`config.mk`:
```
export PLATFORM = sky130hd
export DESIGN_NAME = peripheral_ahb3_initiator_flat
export DESIGN_NICKNAME = d
export VERILOG_FILES = /design/src/rtl/peripheral_ahb3_pkg.sv /design/src/rtl/peripheral_ahb3_initiator_if.sv /design/src/rtl/peripheral_ahb3_initiator.sv /design/src/flat_wrapper.sv
export SDC_FILE = /design/constraint.sdc
export NUM_CORES = 1
export LEC_CHECK = 0
export ABC_CLOCK_PERIOD_IN_PS = 1400
export CORE_MARGIN = 10
export CORE_UTILIZATION = 37
export DETAILED_ROUTE_END_ITERATION = 8
export PLACE_DENSITY = 0.89
export SYNTH_ARGS = -nofsm -noshare
export SYNTH_HDL_FRONTEND = slang
export SYNTH_SLANG_ARGS = --single-unit
```
`constraint.sdc`:
```
create_clock -name HCLK -period 1.4 [get_ports HCLK]
set_input_delay 0.14 -clock HCLK [delete_from_list [all_inputs] [get_ports HCLK]]
set_output_delay 0.14 -clock HCLK [all_outputs]
set_load 0.05 [all_outputs]
```
`src/rtl/peripheral_ahb3_pkg.sv`:
```
// -----------------------------------------------------------------------------
// peripheral_ahb3_pkg
//   Shared AHB3-Lite encodings for the tile peripherals (initiator and slaves).
//   Contents:
//     HTRANS_*  transfer type encodings
//     HSIZE_*   transfer size encodings
//     HBURST_*  burst type encodings
//     HRESP_*   response encodings (AHB-Lite: OKAY / ERROR)
//     ahb3_err_state_e  initiator error-response tracking states
// -----------------------------------------------------------------------------
package peripheral_ahb3_pkg;

    localparam logic [1:0] HTRANS_IDLE   = 2'b00;
    localparam logic [1:0] HTRANS_BUSY   = 2'b01;
    localparam logic [1:0] HTRANS_NONSEQ = 2'b10;
    localparam logic [1:0] HTRANS_SEQ    = 2'b11;

    localparam logic [2:0] HSIZE_BYTE    = 3'b000;
    localparam logic [2:0] HSIZE_HWORD   = 3'b001;
    localparam logic [2:0] HSIZE_WORD    = 3'b010;
    localparam logic [2:0] HSIZE_DWORD   = 3'b011;
    localparam logic [2:0] HSIZE_QWORD   = 3'b100;
    localparam logic [2:0] HSIZE_OWORD   = 3'b101;

    localparam logic [2:0] HBURST_SINGLE = 3'b000;
    localparam logic [2:0] HBURST_INCR   = 3'b001;

    localparam logic       HRESP_OKAY    = 1'b0;
    localparam logic       HRESP_ERROR   = 1'b1;

    // OK: normal operation. ERR2: second cycle of a two-cycle ERROR response.
    typedef enum logic {
        StOk,
        StErr2
    } ahb3_err_state_e;

endpackage

```
`src/rtl/peripheral_ahb3_initiator_if.sv`:
```
// -----------------------------------------------------------------------------
// peripheral_ahb3_initiator_if
//   AHB3-Lite bus bundle between one initiator and the interconnect.
//   Parameters: PLEN (address width), XLEN (data width).
//   Modports:
//     master : drives address/control/write data, receives HRDATA/HREADY/HRESP
//     slave  : the opposite view, used by interconnect models and benches
// -----------------------------------------------------------------------------
interface peripheral_ahb3_initiator_if #(
    parameter int unsigned PLEN = 64,
    parameter int unsigned XLEN = 64
) ();

    logic [PLEN-1:0] HADDR;
    logic            HWRITE;
    logic [2:0]      HSIZE;
    logic [2:0]      HBURST;
    logic [3:0]      HPROT;
    logic [1:0]      HTRANS;
    logic            HMASTLOCK;
    logic [XLEN-1:0] HWDATA;
    logic [XLEN-1:0] HRDATA;
    logic            HREADY;
    logic            HRESP;

    modport master (
        output HADDR, HWRITE, HSIZE, HBURST, HPROT, HTRANS, HMASTLOCK, HWDATA,
        input  HRDATA, HREADY, HRESP
    );

    modport slave (
        input  HADDR, HWRITE, HSIZE, HBURST, HPROT, HTRANS, HMASTLOCK, HWDATA,
        output HRDATA, HREADY, HRESP
    );

endinterface

```
`src/rtl/peripheral_ahb3_initiator.sv`:
```
// -----------------------------------------------------------------------------
// peripheral_ahb3_initiator
//   Single-transfer AHB3-Lite initiator. Turns a native req/ack request port
//   into pipelined NONSEQ transfers and returns responses in issue order.
//
//   Ports:
//     HCLK, HRESETn  clock (rising edge), asynchronous active-low reset
//     req_i/ack_o    request valid / accepted this cycle (ack_o combinational)
//     we_i, addr_i, size_i, wdata_i  request attributes (wdata on byte lanes)
//     rsp_valid_o    transfer completed this cycle (combinational)
//     rsp_rdata_o    read data (HRDATA passthrough, zero for writes)
//     rsp_err_o      transfer ended in ERROR or was cancelled
//     ahb            AHB3-Lite master modport
//
//   Pipeline: A stage holds the address phase (HADDR/HTRANS/... plus the write
//   data waiting for its data phase); D stage tracks the data phase currently
//   on the bus. An ERROR response forces A to IDLE; a NONSEQ already parked in
//   A is cancelled and reported with an error right after the ERROR pair.
// -----------------------------------------------------------------------------
module peripheral_ahb3_initiator
    import peripheral_ahb3_pkg::*;
#(
    parameter int unsigned PLEN      = 64,
    parameter int unsigned XLEN      = 64,
    parameter logic [3:0]  HPROT_VAL = 4'b0011
) (
    input  logic                         HCLK,
    input  logic                         HRESETn,

    input  logic                         req_i,
    output logic                         ack_o,
    input  logic                         we_i,
    input  logic [PLEN-1:0]              addr_i,
    input  logic [2:0]                   size_i,
    input  logic [XLEN-1:0]              wdata_i,

    output logic                         rsp_valid_o,
    output logic [XLEN-1:0]              rsp_rdata_o,
    output logic                         rsp_err_o,

    peripheral_ahb3_initiator_if.master  ahb
);

    // A stage (address phase)
    logic [1:0]      htrans_q;
    logic [PLEN-1:0] haddr_q;
    logic            hwrite_q;
    logic [2:0]      hsize_q;
    logic [XLEN-1:0] wdata_hold_q;

    // D stage (data phase)
    logic            d_valid_q;
    logic            d_we_q;
    logic            d_cancel_q;
    logic [XLEN-1:0] hwdata_q;

    // A NONSEQ killed by an error waits here until the ERROR pair finishes,
    // since D is still occupied by the failing transfer.
    logic            cancel_pend_q;
    logic            cancel_we_q;

    ahb3_err_state_e state_q;

    logic a_nonseq;
    logic err_first;
    logic a_free;
    logic addr_done;

    always_comb begin
        a_nonseq  = (htrans_q == HTRANS_NONSEQ);
        err_first = (state_q == StOk) & d_valid_q & (ahb.HRESP == HRESP_ERROR) & ~ahb.HREADY;
        a_free    = ((htrans_q == HTRANS_IDLE) | ahb.HREADY) & ~err_first & (state_q == StOk);
        addr_done = a_nonseq & ahb.HREADY;
    end

    assign ack_o       = req_i & a_free;
    assign rsp_valid_o = d_valid_q & ahb.HREADY;
    assign rsp_err_o   = d_valid_q & ((ahb.HRESP == HRESP_ERROR) | d_cancel_q);
    assign rsp_rdata_o = d_we_q ? '0 : ahb.HRDATA;

    assign ahb.HADDR     = haddr_q;
    assign ahb.HWRITE    = hwrite_q;
    assign ahb.HSIZE     = hsize_q;
    assign ahb.HTRANS    = htrans_q;
    assign ahb.HWDATA    = hwdata_q;
    assign ahb.HBURST    = HBURST_SINGLE;
    assign ahb.HPROT     = HPROT_VAL;
    assign ahb.HMASTLOCK = 1'b0;

    always_ff @(posedge HCLK or negedge HRESETn) begin
        if (!HRESETn) begin
            htrans_q      <= HTRANS_IDLE;
            haddr_q       <= '0;
            hwrite_q      <= 1'b0;
            hsize_q       <= HSIZE_BYTE;
            wdata_hold_q  <= '0;
            d_valid_q     <= 1'b0;
            d_we_q        <= 1'b0;
            d_cancel_q    <= 1'b0;
            hwdata_q      <= '0;
            cancel_pend_q <= 1'b0;
            cancel_we_q   <= 1'b0;
            state_q       <= StOk;
        end else begin
            // Error FSM
            unique case (state_q)
                StOk:    if (err_first) state_q <= StErr2;
                StErr2:  if (ahb.HREADY) state_q <= StOk;
                default: state_q <= StOk;
            endcase

            // A stage
            if (err_first) begin
                htrans_q <= HTRANS_IDLE;
                if (a_nonseq) begin
                    cancel_pend_q <= 1'b1;
                    cancel_we_q   <= hwrite_q;
                end
            end else if (a_free) begin
                if (req_i) begin
                    htrans_q     <= HTRANS_NONSEQ;
                    haddr_q      <= addr_i;
                    hwrite_q     <= we_i;
                    hsize_q      <= size_i;
                    wdata_hold_q <= wdata_i;
                end else begin
                    htrans_q <= HTRANS_IDLE;
                end
            end

            // D stage
            if ((state_q == StErr2) && ahb.HREADY && cancel_pend_q) begin
                // Cancelled transfer takes its turn in order, never touching the bus.
                d_valid_q     <= 1'b1;
                d_we_q        <= cancel_we_q;
                d_cancel_q    <= 1'b1;
                cancel_pend_q <= 1'b0;
            end else if (addr_done) begin
                d_valid_q  <= 1'b1;
                d_we_q     <= hwrite_q;
                d_cancel_q <= 1'b0;
                hwdata_q   <= wdata_hold_q;
            end else if (ahb.HREADY) begin
                d_valid_q  <= 1'b0;
                d_cancel_q <= 1'b0;
            end
        end
    end

endmodule

```
`src/flat_wrapper.sv`:
```
// flat-port wrapper written by rule: the top's interface ports become plain ports
module peripheral_ahb3_initiator_flat import peripheral_ahb3_pkg::*;
#(
    parameter int unsigned PLEN      = 64,
    parameter int unsigned XLEN      = 64,
    parameter logic [3:0]  HPROT_VAL = 4'b0011
)
  (HCLK, HRESETn, req_i, ack_o, we_i, addr_i, size_i, wdata_i, rsp_valid_o, rsp_rdata_o, rsp_err_o, ahb_HADDR, ahb_HWRITE, ahb_HSIZE, ahb_HBURST, ahb_HPROT, ahb_HTRANS, ahb_HMASTLOCK, ahb_HWDATA, ahb_HRDATA, ahb_HREADY, ahb_HRESP);
  peripheral_ahb3_initiator_if #(.PLEN(PLEN), .XLEN(XLEN)) ahb_i ();
  input  logic HCLK;
  input  logic HRESETn;
  input  logic req_i;
  output logic ack_o;
  input  logic we_i;
  input  logic [PLEN-1:0] addr_i;
  input  logic [2:0] size_i;
  input  logic [XLEN-1:0] wdata_i;
  output logic rsp_valid_o;
  output logic [XLEN-1:0] rsp_rdata_o;
  output logic rsp_err_o;
  output wire logic [$bits(ahb_i.HADDR)-1:0] ahb_HADDR;
  output wire logic [$bits(ahb_i.HWRITE)-1:0] ahb_HWRITE;
  output wire logic [$bits(ahb_i.HSIZE)-1:0] ahb_HSIZE;
  output wire logic [$bits(ahb_i.HBURST)-1:0] ahb_HBURST;
  output wire logic [$bits(ahb_i.HPROT)-1:0] ahb_HPROT;
  output wire logic [$bits(ahb_i.HTRANS)-1:0] ahb_HTRANS;
  output wire logic [$bits(ahb_i.HMASTLOCK)-1:0] ahb_HMASTLOCK;
  output wire logic [$bits(ahb_i.HWDATA)-1:0] ahb_HWDATA;
  input wire logic [$bits(ahb_i.HRDATA)-1:0] ahb_HRDATA;
  input wire logic [$bits(ahb_i.HREADY)-1:0] ahb_HREADY;
  input wire logic [$bits(ahb_i.HRESP)-1:0] ahb_HRESP;
  assign ahb_HADDR = ahb_i.HADDR;
  assign ahb_HWRITE = ahb_i.HWRITE;
  assign ahb_HSIZE = ahb_i.HSIZE;
  assign ahb_HBURST = ahb_i.HBURST;
  assign ahb_HPROT = ahb_i.HPROT;
  assign ahb_HTRANS = ahb_i.HTRANS;
  assign ahb_HMASTLOCK = ahb_i.HMASTLOCK;
  assign ahb_HWDATA = ahb_i.HWDATA;
  assign ahb_i.HRDATA = ahb_HRDATA;
  assign ahb_i.HREADY = ahb_HREADY;
  assign ahb_i.HRESP = ahb_HRESP;
  peripheral_ahb3_initiator #(.PLEN(PLEN), .XLEN(XLEN), .HPROT_VAL(HPROT_VAL)) u_core (.HCLK(HCLK), .HRESETn(HRESETn), .req_i(req_i), .ack_o(ack_o), .we_i(we_i), .addr_i(addr_i), .size_i(size_i), .wdata_i(wdata_i), .rsp_valid_o(rsp_valid_o), .rsp_rdata_o(rsp_rdata_o), .rsp_err_o(rsp_err_o), .ahb(ahb_i));
endmodule
```
## Word level (Yosys, flattened, before mapping)

Index checks and enable logic that the tools add are counted.
W data, S select, Z words.

- Bits in registers: 204
- Bits of input ports: 201
- Output and inout port bits: 209
- Logic and storage cells: 57

- Equality and inequality tests: 1
- Mux-type cells: 17
- Bitwise logic cells: 15
- Reduce and logical (&&, ||, !) cells: 12

Operators by type and width:

| operator | count |
|---|---|
| $mux W64 | 1 |
| $mux W1 | 12 |
| $and A1 B1 Y1 | 9 |
| $reduce_bool A2 Y1 | 4 |
| $mux W2 | 3 |
| $reduce_and A2 Y1 | 3 |
| $not A1 Y1 | 4 |
| $reduce_and A3 Y1 | 1 |
| $reduce_bool A3 Y1 | 1 |
| $eq A2 B2 Y1 const B | 1 |
| $logic_and A1 B1 Y1 | 2 |
| $logic_not A2 Y1 | 1 |
| $or A1 B1 Y1 | 2 |
| $pmux W1 S2 | 1 |

## Logic depth before layout (Yosys ltp)

- Depth after elaboration: 9
- Mapped depth: 5
- Mapped depth without buffers: 3

## Worst setup path before layout

No wires, ideal clock.

- Path type: reg-to-output
- Start: register u_core.d_we_q
- End: output rsp_rdata_o[10]
- Data arrival time: 1.465 ns
- Required time: 1.260 ns
- Slack: -0.205 ns
- Cell stages (with the launch flop): 4
- Path buffers: 2
- Cell sequence: dfrtp_1 clkbuf_1 clkbuf_1 nor2b_1

- Cells in the longest elaborated chain, start to end: 1

RTL lines:

| element | RTL line | RTL |
|---|---|---|
| start, declared | peripheral_ahb3_initiator.sv:53 | `logic d_we_q;` |
| start signal, assigned | peripheral_ahb3_initiator.sv:135 | `d_we_q <= cancel_we_q;` |
| start signal, assigned | peripheral_ahb3_initiator.sv:140 | `d_we_q <= hwrite_q;` |
| $mux W64 | peripheral_ahb3_initiator.sv:79 | `assign rsp_rdata_o = d_we_q ? '0 : ahb.HRDATA;` |
| end, declared | flat_wrapper.sv:19 | `output logic [XLEN-1:0] rsp_rdata_o;` |

No other way between the ends.

## Worst setup path after layout

- Start: register u_core.state_q
- End: register u_core.hwdata_q[32] (netlist: u_core.ahb.HWDATA[32])

- Cells in the longest elaborated chain, start to end: 4

RTL lines:

| element | RTL line | RTL |
|---|---|---|
| start, declared | peripheral_ahb3_initiator.sv:62 | `ahb3_err_state_e state_q;` |
| start signal, assigned | peripheral_ahb3_initiator.sv:103 | `state_q <= StOk;` |
| start signal, assigned | peripheral_ahb3_initiator.sv:107 | `StOk: if (err_first) state_q <= StErr2;` |
| start signal, assigned | peripheral_ahb3_initiator.sv:108 | `StErr2: if (ahb.HREADY) state_q <= StOk;` |
| $logic_and A1 B1 Y1 (2 in a row) | peripheral_ahb3_initiator.sv:132 | `if ((state_q == StErr2) && ahb.HREADY && cancel_pend_q) begin` |
| $not A1 Y1 (no source line) | -- |  |
| $reduce_and A2 Y1 (no source line) | -- |  |
| end signal, assigned | peripheral_ahb3_initiator.sv:142 | `hwdata_q <= wdata_hold_q;` |
| end, declared | peripheral_ahb3_initiator.sv:55 | `logic [XLEN-1:0] hwdata_q;` |

No other way between the ends.
A chain may end at the register's enable or synchronous reset.

==> results.md <==
Cells and area:
- The final net count is 1,185.
- The number of standard cells in the final layout excluding fillers is 1,286.
- Of the cells placed in the final design, the portion with a size suffix greater than 1 is 56.7%.
- Compared with the post-synthesis result, the final layout area differs by 83.8%.

Run status:
- The flow ran to the end, but the final reports show violations.
- The final reports fail on setup timing.

Yosys:
- Yosys mapped a number of flops with a built-in enable equal to 0.
- The share of the Yosys chip area taken by registers is 60.6%.
- The largest family of logic cells by synthesized area is multiplexers.
- The portion of synthesized area spent on multiplexers is 29.3%.
- The most used flip-flop cell after synthesis is sky130_fd_sc_hd__dfrtp_1.
- The synthesized netlist devotes less than 1% of its cell area to compound gates.
- Counting flops with an async set or reset pin after synthesis yields a share of 100%.
- Yosys printed 0 warnings.
- The number of different library cells in the post-synthesis netlist is 23.
- The parity-gate share of the synthesized area counting xor and xnor cells is 0%.
- The count of mapped cells out of synthesis is about 530.
- The adder-cell share of the synthesized area is 0%.
- The simple-gate share of the synthesized area is 5.49%.
- The flip-flop and latch count after synthesis is 203.
- The cell area after technology mapping is approximately 8400 um2.
- The per-instance average area after synthesis is around 16 um2.

Power and ir drop:
- The internal power is 20.5 mW.
- The net switching power is approximately 15 mW.
- The maximum ir drop on the vdd rail is ~1500 uV.
- The switching share of power is 42.5%.
- The total leakage power is 7.25 nW.
- The clock network burns 16.5% of the power.
- The fraction of power consumed by sequential logic is 26.7%.
- In this run the power density over the cells is 2310 nW/um2.
- The portion of total power attributed to combinational logic is between 50 and 60%.

Route:
- The residual DRC count is 0.
- The mean number of vias per cell is 4.74.
- The number of DRC markers in iteration 0 is 294.
- The final antenna-violating net count is 0.
- The overall via count from detail_route is 6,096.
- The average detailed-routed wire length per instance is 23.4 um.
- The detailed-routing iteration count for the pre-antenna-repair pass is 4.
- The final layout contains routed wiring with a total length of 30,200 um.

Setup path:
- The kind of capture point of the worst setup path is a flip-flop.
- At the worst endpoint, the arrival time is ~2100 ps.
- By startpoint and endpoint, the worst setup path is classified as reg2reg.
- The largest individual stage delay along the critical path comes from the cell sky130_fd_sc_hd__dfrtp_1.
- The worst-case reg-to-reg path depth is 7.
- Of all nets on the critical path, the largest fanout is 8.
- The largest single stage delay on the critical path is 390 ps.
- The nature of the critical path startpoint is a flip-flop.
- Traced cell by cell, the critical path runs through buf_4, and2_4, nand3b_1, buf_4, buf_12, buf_12, mux2_4.
- For the worst setup path, the data required time is 1780 ps.

STA:
- The hold violation total from the final report is 0.
- The number of setup violations in the final report is 260.
- The final critical path time including I/O delays and setup is 1720 ps.
- Setup slack on the critical path of the routed design comes to -322 ps.
- The number of max-slew violations in the final report is 0.
- Setup repair after global routing could not meet its margin everywhere.
- The maximum clock skew at final layout is 9.48 ps.
- After layout, the worst path uses 123% of the clock period.
- Derived from the worst setup path, the maximum achievable clock frequency is 0.581 GHz.

Clocking:
- In this run the number of H-tree levels came out at 1.
- The clock root buffer is sky130_fd_sc_hd__clkbuf_16.
- Clock latency on the worst-skew pair, taken at its later pin, is 500 ps.
- The longest clock path from root to sink contains 3 buffers.
- The number of clock sinks seen by CTS is 203.
- The clock slew seen by the registers of the worst setup and hold paths is 60 ps.
- The clock tree from TritonCTS is yes.
- The total CTS buffers is 23.

Placement:
- The detailed-placement wirelength estimate is 22,000 um.
- After detailed placement, the design holds a cell count of 1,230.
- The post-place setup slack is -445 ps.
- The number of port buffers is 400.
- Routability-driven placement finished with a final weighted congestion of 0.828.

Global route:
- In the global route stage, overall resource usage came out at 19.5%.
- The overall overflow remaining after global route is 0.
- The wire length of the first global-routing pass is 43,700 um.
- The initial antenna violation count came to 3.
- Entering global routing, the biggest net connects 46 pins.
- The number of global-route vias before repair is 6,879.

Floorplanning:
- The floorplan die area is 29,100 um2.
- In this run the horizontal extent of the chip is between 150 and 200 um.
- The vertical die dimension is about 170 um.
- The area of the core region is 22,400 um2.
- For this configuration, the core starts out at a cell density of 37.4%.
- The number of rows in the core area is 55.
- The total I/O pin count is 410.

Job:
- The tool flagged a number of max-cap violations equal to 0.

Worst hold path:
- The class of the most critical hold timing path is in2async.
-- Yosys cell counts (2+ instances only) --
| cell | number | area, um2 |
|---|---|---|
| sky130_fd_sc_hd__dfrtp_1 | 203 | 5080 |
| sky130_fd_sc_hd__mux2_2 | 80 | 901 |
| sky130_fd_sc_hd__nor2b_1 | 65 | 407 |
| sky130_fd_sc_hd__mux2_4 | 60 | 901 |
| sky130_fd_sc_hd__mux2_1 | 58 | 653 |
| sky130_fd_sc_hd__buf_6 | 13 | 146 |
| sky130_fd_sc_hd__buf_4 | 11 | 82.6 |
| sky130_fd_sc_hd__clkbuf_1 | 8 | 30.0 |
| sky130_fd_sc_hd__buf_2 | 7 | 35.0 |
| sky130_fd_sc_hd__inv_1 | 4 | 15.0 |
| sky130_fd_sc_hd__o21ai_0 | 4 | 20.0 |
| sky130_fd_sc_hd__a21oi_1 | 3 | 15.0 |
| sky130_fd_sc_hd__nand2_1 | 3 | 11.3 |
| sky130_fd_sc_hd__nor2_1 | 3 | 11.3 |
| sky130_fd_sc_hd__and2_1 | 2 | 12.5 |
| sky130_fd_sc_hd__conb_1 | 2 | 7.51 |
-- state kept, by name (all words and copies together), names as in the netlist, 3 cells and up --
signal               cells
u_core.ahb.HADDR        64
u_core.ahb.HSIZE         3
u_core.ahb.HWDATA       64
u_core.wdata_hold_q     64
-- critical path: cells and delay by family (launching register included) --
family	cells	cell delay, ps
simple gates	2	310
flops	1	390
mux	1	300
buf+inv	4	600
-- cells by family (layout without fill, tap and decap cells) --
logic type / after synthesis / after routing
DFF: 203 / 203
AOI/OAI and AO/OA: 11 / 11
and+or+nand+nor: 76 / 76
buffers and inverters: 43 / 502
muxes: 198 / 198
other: 2 / 11
-- repair_timing --
action,in CTS,in global routing
pin swaps,1,0
buffers inserted,7,0
hold endpoints to repair,203,0
hold buffers,1,0
setup endpoints to repair,259,264
resized for setup,93,44
gates cloned,5,3
-- worst paths after layout --
| kind | endpoint | slack (ps) | from |
|---|---|---|---|
| worst max register to register | u_core.ahb.HWDATA[32]$_DFFE_PN0P_ | -320 | u_core.state_q$_DFF_PN0_ |
| worst min-delay path | u_core.wdata_hold_q[41]$_DFFE_PN0P_ | 190 | HRESETn |
| worst max-delay path | u_core.ahb.HWDATA[32]$_DFFE_PN0P_ | -320 | u_core.state_q$_DFF_PN0_ |
| max in group asynchronous | u_core.d_we_q$_DFFE_PN0P_ | 670 | HRESETn |
| min in group HCLK | u_core.wdata_hold_q[42]$_DFFE_PN0P_ | 250 | wdata_i[42] |
| worst min register to register | u_core.ahb.HWDATA[30]$_DFFE_PN0P_ | 490 | u_core.wdata_hold_q[30]$_DFFE_PN0P_ |
-- power by group through the flow --
stage,registers [mW],clock network [mW],logic [mW]
2_1_floorplan,14.3,0,6.03
4_1_cts,9.48,6.02,19.8
5_1_grt,9.77,6.27,20.8
6_report,9.52,5.89,20.2
3_5_place_dp,9.52,0,19.0
3_3_place_gp,9.37,0,18.8
-- area by class of cell --
cell class,count,area (um2)
antenna,2,5.00
clock buffer,32,679
clock inverter,8,72.6
fill,1405,7040
inverter,4,27.5
multi-input combinational,294,3630
sequential,203,5080
tap,285,357
timing repair buffer,458,5540
-- per-layer routing --
metal  GRT usage (%)  wire, um
met5               0        13
met4            4.46       599
met3            7.12      2780
met2            34.6     15700
met1            21.8     11100
-- layout by cell type (no fill, tap or decap), types with 2 or more instances in the layout --
cell type / instances
sky130_fd_sc_hd__a21oi_1: 2
sky130_fd_sc_hd__and2_4: 2
sky130_fd_sc_hd__buf_12: 112
sky130_fd_sc_hd__buf_16: 4
sky130_fd_sc_hd__buf_4: 128
sky130_fd_sc_hd__buf_6: 5
sky130_fd_sc_hd__buf_8: 5
sky130_fd_sc_hd__clkbuf_1: 2
sky130_fd_sc_hd__clkbuf_16: 25
sky130_fd_sc_hd__clkbuf_8: 8
sky130_fd_sc_hd__clkdlybuf4s50_1: 199
sky130_fd_sc_hd__clkinv_2: 5
sky130_fd_sc_hd__clkinv_4: 2
sky130_fd_sc_hd__conb_1: 9
sky130_fd_sc_hd__dfrtp_1: 201
sky130_fd_sc_hd__dfrtp_2: 2
sky130_fd_sc_hd__diode_2: 2
sky130_fd_sc_hd__inv_1: 3
sky130_fd_sc_hd__mux2_2: 80
sky130_fd_sc_hd__mux2_4: 117
sky130_fd_sc_hd__nand2_1: 3
sky130_fd_sc_hd__nor2_1: 2
sky130_fd_sc_hd__nor2b_2: 21
sky130_fd_sc_hd__nor2b_4: 44
sky130_fd_sc_hd__o21ai_0: 4
-- metrics by stage --
step                      TNS [ps]  utilization, %  hold slack [ps]  total power, mW  area [um2]
final                       -50710            68.6              192             35.6       15400
after floorplan             -15680               -             -156             20.3        8700
after detailed placement    -70630            62.1              124             28.6       13900
after global routing        -65900            68.6              197             36.9       15400
after global placement      -68780            62.1              121             28.1       13900
after CTS                   -50870            67.6              172             35.3       15200
Note: power is estimated with default switching activity, not from simulation.
